## src/rtl/harvos_dma_copy_master.sv

```systemverilog
// Word-granular memory-to-memory DMA initiator on a req/done bus.
// Software programs SRC/DST/LEN and starts a copy. The block then issues
// alternating read/write beats with a one-cycle request gap between beats,
// and reports done/fault/alignment errors in STATUS and on a level IRQ.
module harvos_dma_copy_master #(
    parameter int unsigned LEN_W       = 16,
    parameter bit          IRQ_DEFAULT = 1'b0
) (
    input  logic        clk,
    input  logic        rst_n,
    input  logic        cfg_en,
    input  logic        cfg_we,
    input  logic [3:0]  cfg_addr,
    input  logic [31:0] cfg_wdata,
    output logic [31:0] cfg_rdata,
    output logic        m_req,
    output logic        m_we,
    output logic [3:0]  m_be,
    output logic [31:0] m_addr,
    output logic [31:0] m_wdata,
    input  logic [31:0] m_rdata,
    input  logic        m_done,
    input  logic        m_fault,
    output logic        irq
);

    localparam logic [3:0] REG_SRC    = 4'd0;
    localparam logic [3:0] REG_DST    = 4'd1;
    localparam logic [3:0] REG_LEN    = 4'd2;
    localparam logic [3:0] REG_CTRL   = 4'd3;
    localparam logic [3:0] REG_STATUS = 4'd4;
    localparam logic [3:0] REG_FADDR  = 4'd5;
    localparam logic [3:0] REG_REMAIN = 4'd6;

    typedef enum logic [1:0] {
        ST_IDLE = 2'd0,
        ST_RD   = 2'd1,
        ST_WR   = 2'd2
    } state_e;

    state_e             state_q, state_d;
    logic [31:0]        src_q, src_d;
    logic [31:0]        dst_q, dst_d;
    logic [LEN_W-1:0]   len_q, len_d;
    logic [31:0]        src_ptr_q, src_ptr_d;
    logic [31:0]        dst_ptr_q, dst_ptr_d;
    logic [LEN_W-1:0]   remain_q, remain_d;
    logic [31:0]        data_q, data_d;
    logic [31:0]        fault_addr_q, fault_addr_d;
    logic               gap_q, gap_d;
    logic               abort_pend_q, abort_pend_d;
    logic               irq_en_q, irq_en_d;
    logic               done_q, done_d;
    logic               fault_q, fault_d;
    logic               align_q, align_d;

    logic               busy;
    logic               wr_cfg;
    logic               start_req;
    logic               abort_req;
    logic               misaligned;

    assign busy       = (state_q != ST_IDLE);
    assign wr_cfg     = cfg_en & cfg_we;
    assign start_req  = wr_cfg & (cfg_addr == REG_CTRL) & cfg_wdata[0];
    assign abort_req  = wr_cfg & (cfg_addr == REG_CTRL) & cfg_wdata[1];
    assign misaligned = (|src_q[1:0]) | (|dst_q[1:0]);

    // Bus outputs: request is suppressed in IDLE and during the re-arbitration gap
    assign m_req   = busy & ~gap_q;
    assign m_we    = m_req & (state_q == ST_WR);
    assign m_be    = {4{m_we}};
    assign m_addr  = !m_req ? '0 : (m_we ? dst_ptr_q : src_ptr_q);
    assign m_wdata = m_we ? data_q : '0;
    assign irq     = irq_en_q & (done_q | fault_q | align_q);

    // Config read mux, combinational from cfg_addr
    always_comb begin
        cfg_rdata = '0;
        case (cfg_addr)
            REG_SRC:    cfg_rdata = src_q;
            REG_DST:    cfg_rdata = dst_q;
            REG_LEN:    cfg_rdata = 32'(len_q);
            REG_CTRL:   cfg_rdata = {29'b0, irq_en_q, 2'b0};
            REG_STATUS: cfg_rdata = {28'b0, align_q, fault_q, done_q, busy};
            REG_FADDR:  cfg_rdata = fault_addr_q;
            REG_REMAIN: cfg_rdata = 32'(remain_q);
            default:    cfg_rdata = '0;
        endcase
    end

    // Next-state logic: config writes, W1C status, then FSM (FSM sets win over clears)
    always_comb begin
        state_d      = state_q;
        src_d        = src_q;
        dst_d        = dst_q;
        len_d        = len_q;
        src_ptr_d    = src_ptr_q;
        dst_ptr_d    = dst_ptr_q;
        remain_d     = remain_q;
        data_d       = data_q;
        fault_addr_d = fault_addr_q;
        gap_d        = 1'b0;
        abort_pend_d = abort_pend_q;
        irq_en_d     = irq_en_q;
        done_d       = done_q;
        fault_d      = fault_q;
        align_d      = align_q;

        if (wr_cfg && !busy) begin
            if (cfg_addr == REG_SRC) src_d = cfg_wdata;
            if (cfg_addr == REG_DST) dst_d = cfg_wdata;
            if (cfg_addr == REG_LEN) len_d = cfg_wdata[LEN_W-1:0];
        end
        if (wr_cfg && (cfg_addr == REG_CTRL)) irq_en_d = cfg_wdata[2];
        if (wr_cfg && (cfg_addr == REG_STATUS)) begin
            if (cfg_wdata[1]) done_d  = 1'b0;
            if (cfg_wdata[2]) fault_d = 1'b0;
            if (cfg_wdata[3]) align_d = 1'b0;
        end
        if (abort_req && busy) abort_pend_d = 1'b1;

        case (state_q)
            ST_IDLE: begin
                abort_pend_d = 1'b0;
                if (start_req) begin
                    // Every accepted start clears the sticky flags before setting its own
                    done_d  = 1'b0;
                    fault_d = 1'b0;
                    align_d = 1'b0;
                    if (misaligned) begin
                        align_d = 1'b1;
                    end else if (len_q == '0) begin
                        done_d = 1'b1;
                    end else begin
                        src_ptr_d = src_q;
                        dst_ptr_d = dst_q;
                        remain_d  = len_q;
                        state_d   = ST_RD;
                    end
                end
            end
            ST_RD: begin
                if (!gap_q) begin
                    if (m_fault) begin
                        fault_d      = 1'b1;
                        fault_addr_d = src_ptr_q;
                        abort_pend_d = 1'b0;
                        state_d      = ST_IDLE;
                    end else if (m_done) begin
                        data_d    = m_rdata;
                        src_ptr_d = src_ptr_q + 32'd4;
                        if (abort_pend_d) begin
                            abort_pend_d = 1'b0;
                            state_d      = ST_IDLE;
                        end else begin
                            gap_d   = 1'b1;
                            state_d = ST_WR;
                        end
                    end
                end else if (abort_pend_d) begin
                    abort_pend_d = 1'b0;
                    state_d      = ST_IDLE;
                end
            end
            ST_WR: begin
                if (!gap_q) begin
                    if (m_fault) begin
                        fault_d      = 1'b1;
                        fault_addr_d = dst_ptr_q;
                        abort_pend_d = 1'b0;
                        state_d      = ST_IDLE;
                    end else if (m_done) begin
                        dst_ptr_d = dst_ptr_q + 32'd4;
                        remain_d  = remain_q - LEN_W'(1);
                        if (abort_pend_d) begin
                            abort_pend_d = 1'b0;
                            state_d      = ST_IDLE;
                        end else if (remain_q == LEN_W'(1)) begin
                            done_d  = 1'b1;
                            state_d = ST_IDLE;
                        end else begin
                            gap_d   = 1'b1;
                            state_d = ST_RD;
                        end
                    end
                end else if (abort_pend_d) begin
                    abort_pend_d = 1'b0;
                    state_d      = ST_IDLE;
                end
            end
            default: begin
                state_d = ST_IDLE;
            end
        endcase
    end

    // State and register update with asynchronous active-low reset
    always_ff @(posedge clk or negedge rst_n) begin
        if (!rst_n) begin
            state_q      <= ST_IDLE;
            src_q        <= '0;
            dst_q        <= '0;
            len_q        <= '0;
            src_ptr_q    <= '0;
            dst_ptr_q    <= '0;
            remain_q     <= '0;
            data_q       <= '0;
            fault_addr_q <= '0;
            gap_q        <= 1'b0;
            abort_pend_q <= 1'b0;
            irq_en_q     <= IRQ_DEFAULT;
            done_q       <= 1'b0;
            fault_q      <= 1'b0;
            align_q      <= 1'b0;
        end else begin
            state_q      <= state_d;
            src_q        <= src_d;
            dst_q        <= dst_d;
            len_q        <= len_d;
            src_ptr_q    <= src_ptr_d;
            dst_ptr_q    <= dst_ptr_d;
            remain_q     <= remain_d;
            data_q       <= data_d;
            fault_addr_q <= fault_addr_d;
            gap_q        <= gap_d;
            abort_pend_q <= abort_pend_d;
            irq_en_q     <= irq_en_d;
            done_q       <= done_d;
            fault_q      <= fault_d;
            align_q      <= align_d;
        end
    end

endmodule

```

## config.mk

```make
export PLATFORM = sky130hd
export DESIGN_NAME = harvos_dma_copy_master
export DESIGN_NICKNAME = d
export VERILOG_FILES = /design/src/rtl/harvos_dma_copy_master.sv
export SDC_FILE = /design/constraint.sdc
export NUM_CORES = 1
export LEC_CHECK = 0
export CAP_MARGIN = 20
export CORE_MARGIN = 2
export CORE_UTILIZATION = 50
export DETAILED_ROUTE_END_ITERATION = 10
export GPL_ROUTABILITY_DRIVEN = 0
export HOLD_SLACK_MARGIN = 0.02
export PLACE_DENSITY = 0.8
export SLEW_MARGIN = 20
export SYNTH_ARGS = -nofsm -noshare
export SYNTH_HDL_FRONTEND = slang
export SYNTH_SLANG_ARGS = --single-unit
```

## constraint.sdc

```tcl
create_clock -name clk -period 4.34 [get_ports clk]
set_input_delay 1.302 -clock clk [delete_from_list [all_inputs] [get_ports clk]]
set_output_delay 1.302 -clock clk [all_outputs]
set_load 0.005 [all_outputs]
```

After elaboration in Yosys (flattened, before gate mapping)
Index checks and enable logic that the tools add are counted.
- flip-flop bits (word level): 232
- input port bits: 74
- output and inout bits: 103
- word-level logic and storage cells: 156
- equality and inequality tests: 22
- mux-type cells: 81
- bitwise gates (word level): 12
- reductions and logical operators: 23
- add/subtract/negate cells: 3
- operators by type and width (operator ; count):
    two-way mux 32 bit ; 19
    one-hot mux 32 bit (7 select lines) ; 1
    one-hot mux 32 bit (2 select lines) ; 3
    two-way mux 16 bit ; 6
    adder 32 x 3 -> 32 bit, second input constant ; 2
    two-way mux 1 bit ; 35
    one-hot mux 16 bit (2 select lines) ; 1
    two-way mux 2 bit ; 11
    != test 2 bit, second input constant ; 11
    equality test 16 x 1 -> 1 bit, second input constant ; 1
    zero test 16 bit ; 1
    subtractor 16 x 1 -> 16 bit, second input constant ; 1
    AND reduction 7 bit ; 2
    equality test 4 x 3 -> 1 bit, second input constant ; 3
    AND reduction 5 bit ; 2
    equality test 4 x 2 -> 1 bit, second input constant ; 2
    != test 4 bit, second input constant ; 2
    one-hot mux 1 bit (2 select lines) ; 4
    nonzero test 2 bit ; 4
    AND 1 bit ; 7
    one-hot mux 2 bit (3 select lines) ; 1
    AND reduction 2 bit ; 3
    OR reduction 2 bit ; 3
    equality test 4 x 1 -> 1 bit, second input constant ; 1
    9 further kinds ; 15

Longest topological paths before layout
- depth after elaboration: 10
- mapped depth: 10
- mapped depth without buffers: 7

Least setup slack after synthesis
No wires, ideal clock.
- path type: input-to-output
- from: input port cfg_addr[0]
- to: output port cfg_rdata[10]
- required time: 3038 ps
- stages: 6
- data arrival time: 2663 ps
- slack: 375 ps
- cells stage by stage: clkbuf_1 nor4_1 clkbuf_1 clkbuf_1 a22oi_1 nand3_1
- word-level cells in the longest chain between the ends: 2
- elaborated cells between the ends (all ways): 8
- RTL lines (element ; line ; text):
    start, declared ; 13 ; input logic [3:0] cfg_addr,
    equality test 4 x 3 -> 1 bit, or another cell as far along ; 80 ; case (cfg_addr)
    one-hot mux 32 bit (7 select lines) * ; 80 ;
    end, declared ; 15 ; output logic [31:0] cfg_rdata,
Every way passes the cells marked *; elsewhere a longest branch is shown, timed or not.

Worst setup path after layout
- from: input port cfg_addr[1]
- to: output port cfg_rdata[14]
Same word-level chain as after synthesis.

==> flow_metrics.env <==
export IMPL_ys_ff_latch=232
export IMPL_gr_total_overflow=0
export IMPL_synth_avg_cell_area_um2=9.240
export IMPL_cap_violations=0
export IMPL_synth_xor_area_share_pct=0
export IMPL_arrival_ns=2.99
export IMPL_synth_edf_count=0
export IMPL_cts_htree_levels=1
export IMPL_crit_start="cfg_addr[1]"
export IMPL_setup_ws_ns=0.04682
export IMPL_dp_slack_ns=-0.3145
export IMPL_synthAdderAreaFrac_pct=0.7816
export IMPL_grt_total_usage_pct=31.04
export IMPL_p_per_area_mw_per_mm2=578.5
export IMPL_holdCritPathClass="flop to flop"
export IMPL_root_buffer="clkbuf_16"
export IMPL_fin_cells=1881
export IMPL_via_count=12440
export IMPL_p_leak_nw=6.863
export IMPL_clock_fmax_mhz=232.9
export IMPL_worstReg2RegStart="state_q[0]"
export IMPL_nets=1615
export IMPL_drc=0
export IMPL_die_w_um=164.0
export IMPL_period_minus_slack_ns=4.293
export IMPL_place_inst=1833
export IMPL_synth_mux_area_share_pct=10.01
export IMPL_row_count=58
export IMPL_grt_pass1_vias=12020
export IMPL_syn_area_mm2=0.01281
export IMPL_final_setup_tns_ns=0
export IMPL_cts_buffers=26
export IMPL_die_area_mm2=0.02691
export IMPL_yosys_area_share_simple_pct=21.39
export IMPL_drtAntennaViolNets=0
export IMPL_hold_end="data_q[24]"
export IMPL_drt_first_pass_iters=6
export IMPL_hpwl_um=29530
export IMPL_drtIter0Drc=1501
export IMPL_max_slew_margin_pct=40.65
export IMPL_core_area_mm2=0.02518
export IMPL_min_delay_start="data_q[24]"
export IMPL_finalPower_mw=9.243
export IMPL_grt_max_degree=92
export IMPL_startpoint_type="primary input"
export IMPL_clk_pin_slew_worst_paths_ns=0.06
export IMPL_area_growth_pct=24.76
export IMPL_antenna_found_initial=0
export IMPL_insertion_delay_ns=0.54
export IMPL_synthCells=1386
export IMPL_critical_path_class="primary input to output pin"
export IMPL_vias_per_cell=6.614
export IMPL_rrSetupSlack_ns=1.08
export IMPL_fill_cells=1999
export IMPL_required_ns=3.04
export IMPL_synth_nets=1468
export IMPL_min_period_over_period_pct=98.92
export IMPL_clock_path_buffers=3
export IMPL_timing_final_hold_violations=0
export IMPL_seq_area_frac_synth_pct=45.33
export IMPL_drive_gt1_share_pct=13.54
export IMPL_io_buffers=176
export IMPL_grt_pass1_wl_um=66080
export IMPL_holdWs_ns=0.4676
export IMPL_ff2ff_path_depth=10
export IMPL_worst_pin_slew_ns=0.8829
export IMPL_ir_drop_uv=433.2
export IMPL_wire_per_inst_um=22.54
export IMPL_slew_violations=0
export IMPL_synth_cell_types=77
export IMPL_hold_depth=2
export IMPL_start_util_pct=50.85
export IMPL_outcome="finished, final reports clean"
export IMPL_crit_path_max_fanout=26
export IMPL_tritoncts="built"
export IMPL_finalSetupViolations=0
export IMPL_drt_total_wl_um=42400
export IMPL_antennaDiodeCount=0
export IMPL_cp_end_kind="output pin"
export IMPL_dominantRegCellSynth="dfrtp_1"
export IMPL_finalClockSkew_ns=0.01453
export IMPL_clock_sinks=232
export IMPL_die_h_um=164.0
export IMPL_synthArstFlopShare_pct=100.0
export IMPL_r2r_end="remain_q[8]"
export IMPL_synth_top_family_by_area="simple AND/OR/NAND/NOR gates"
export IMPL_yosys_warnings=0
export IMPL_io_pins=177
export IMPL_synth_compound_area_share_pct=17.58
per-layer routing:
layer	up-vias	global-route usage, %	routed length, µm	share of wire (%)
met4	0	13.16	1958	4.6
met2	864	48.62	19270	45
met1	5980	41.86	16210	38
li1	5423	-	-	-
met3	174	6.692	4960	12
met5	-	0	0	0
synth_stat cells, drive strengths merged, types with 5 or more instances:
| cell type | number | area, µm² |
|---|---|---|
| a41o | 7 | 70.07 |
| a222oi | 16 | 160.2 |
| o22a | 7 | 61.31 |
| buf | 43 | 241.5 |
| a2bb2oi | 5 | 43.79 |
| dfrtp | 232 | 5806 |
| a32oi | 5 | 43.79 |
| and3 | 51 | 319.1 |
| a21oi | 101 | 509.2 |
| o211ai | 5 | 37.54 |
| clkbuf | 71 | 266.5 |
| nand4 | 32 | 206.5 |
| nand2 | 171 | 641.9 |
| a31oi | 15 | 93.84 |
| ha | 8 | 100.1 |
| nor2b | 8 | 50.05 |
| and2 | 10 | 62.56 |
| a22oi | 33 | 247.7 |
| or4 | 8 | 63.81 |
| and4 | 9 | 78.83 |
| nor3 | 29 | 160.2 |
| o21a | 5 | 37.54 |
| o31a | 5 | 43.79 |
| a21boi | 5 | 37.54 |
| mux2i | 37 | 370.4 |
| inv | 31 | 116.4 |
| nor4 | 29 | 202.7 |
| a211oi | 5 | 42.54 |
| nor2 | 110 | 412.9 |
| mux2 | 81 | 912.1 |
| nand3 | 60 | 300.3 |
| nand2b | 10 | 62.56 |
| o21ai | 35 | 175.2 |
| o22ai | 42 | 262.8 |
final cells by class:
cell class                      instances  area (µm²)  area share [%]
Multi-Input combinational cell       1008        6469           40.49
Clock buffer                           38       777.0           4.863
Inverter                               32       120.1          0.7518
Timing Repair Buffer                  233        2277           14.25
Clock inverter                          8       115.1          0.7205
Tap cell                              330       412.9           2.584
Sequential cell                       232        5806           36.34
flip-flops by register name (all words and copies together) (netlist names):
name / cells
data_q: 32
dst_ptr_q: 32
dst_q: 32
fault_addr_q: 32
src_ptr_q: 32
src_q: 32
len_q: 16
remain_q: 16
state_q: 2
abort_pend_q: 1
align_q: 1
done_q: 1
fault_q: 1
gap_q: 1
irq_en_q: 1
per-stage QoR:
step | area [µm²] | utilization [%]
CTS | 15950 | 63.33
global route | 15980 | 63.45
finish | 15980 | 63.45
detailed placement | 15010 | 59.61
global placement | 15010 | 59.61
floorplan | 12810 | -
worst max path at each step:
| stage | endpoint | slack [ns] | cells after the start |
|---|---|---|---|
| 2_1_floorplan | cfg_rdata[10] | 0.38 | 6 |
| 3_3_place_gp | cfg_rdata[0] | -0.27 | 6 |
| 3_5_place_dp | cfg_rdata[2] | -0.31 | 7 |
| 4_1_cts | cfg_rdata[2] | -0.03 | 7 |
| 5_1_grt | cfg_rdata[14] | -0.01 | 7 |
| 6_report | cfg_rdata[14] | 0.05 | 7 |
cells by family after synthesis:
family | after synthesis
simple gates | 547
compound gates | 335
flops | 232
buf+inv | 146
mux | 118
fa+ha+maj | 8
report_power, final:
part | internal (mW) | total (mW) | switching, mW
Clock | 1.41 | 2.32 | 0.911
Combinational | 1.35 | 2.99 | 1.64
Sequential | 2.94 | 3.93 | 0.992
critical path, cell delays in order:
cell	delay, ns
dlygate4sd2_1	0.29
nand2b_2	0.24
nor3_4	0.18
buf_12	0.24
a22oi_1	0.11
nand3_1	0.11
clkdlybuf4s50_1	0.51
repair_timing:
item	CTS	global route
cloned	1	0
pin swaps	3	2
setup buffers	0	1
resized for setup	17	11
hold buffers	0	0
endpoints found under the setup margin	32	31
layout by cell type (no fill, tap or decap), types with 6 or more instances in the layout:
cell / n
clkbuf_8: 6
buf_4: 43
and2_1: 10
nand2_1: 171
nand2b_1: 9
a31oi_1: 14
a22oi_1: 33
o22ai_1: 42
mux2_2: 81
nor2_1: 107
mux2i_1: 37
buf_6: 7
clkbuf_16: 27
dfrtp_1: 232
nor2b_1: 8
a21oi_1: 99
a41o_1: 7
inv_1: 31
and3_1: 51
or4_1: 7
ha_1: 7
and4_1: 9
clkdlybuf4s50_1: 166
o22a_1: 7
o21ai_0: 33
nor4_1: 26
nand4_1: 31
nor3_1: 25
a222oi_1: 16
nand3_1: 60
No activity file was read; power rests on OpenSTA's default activity.
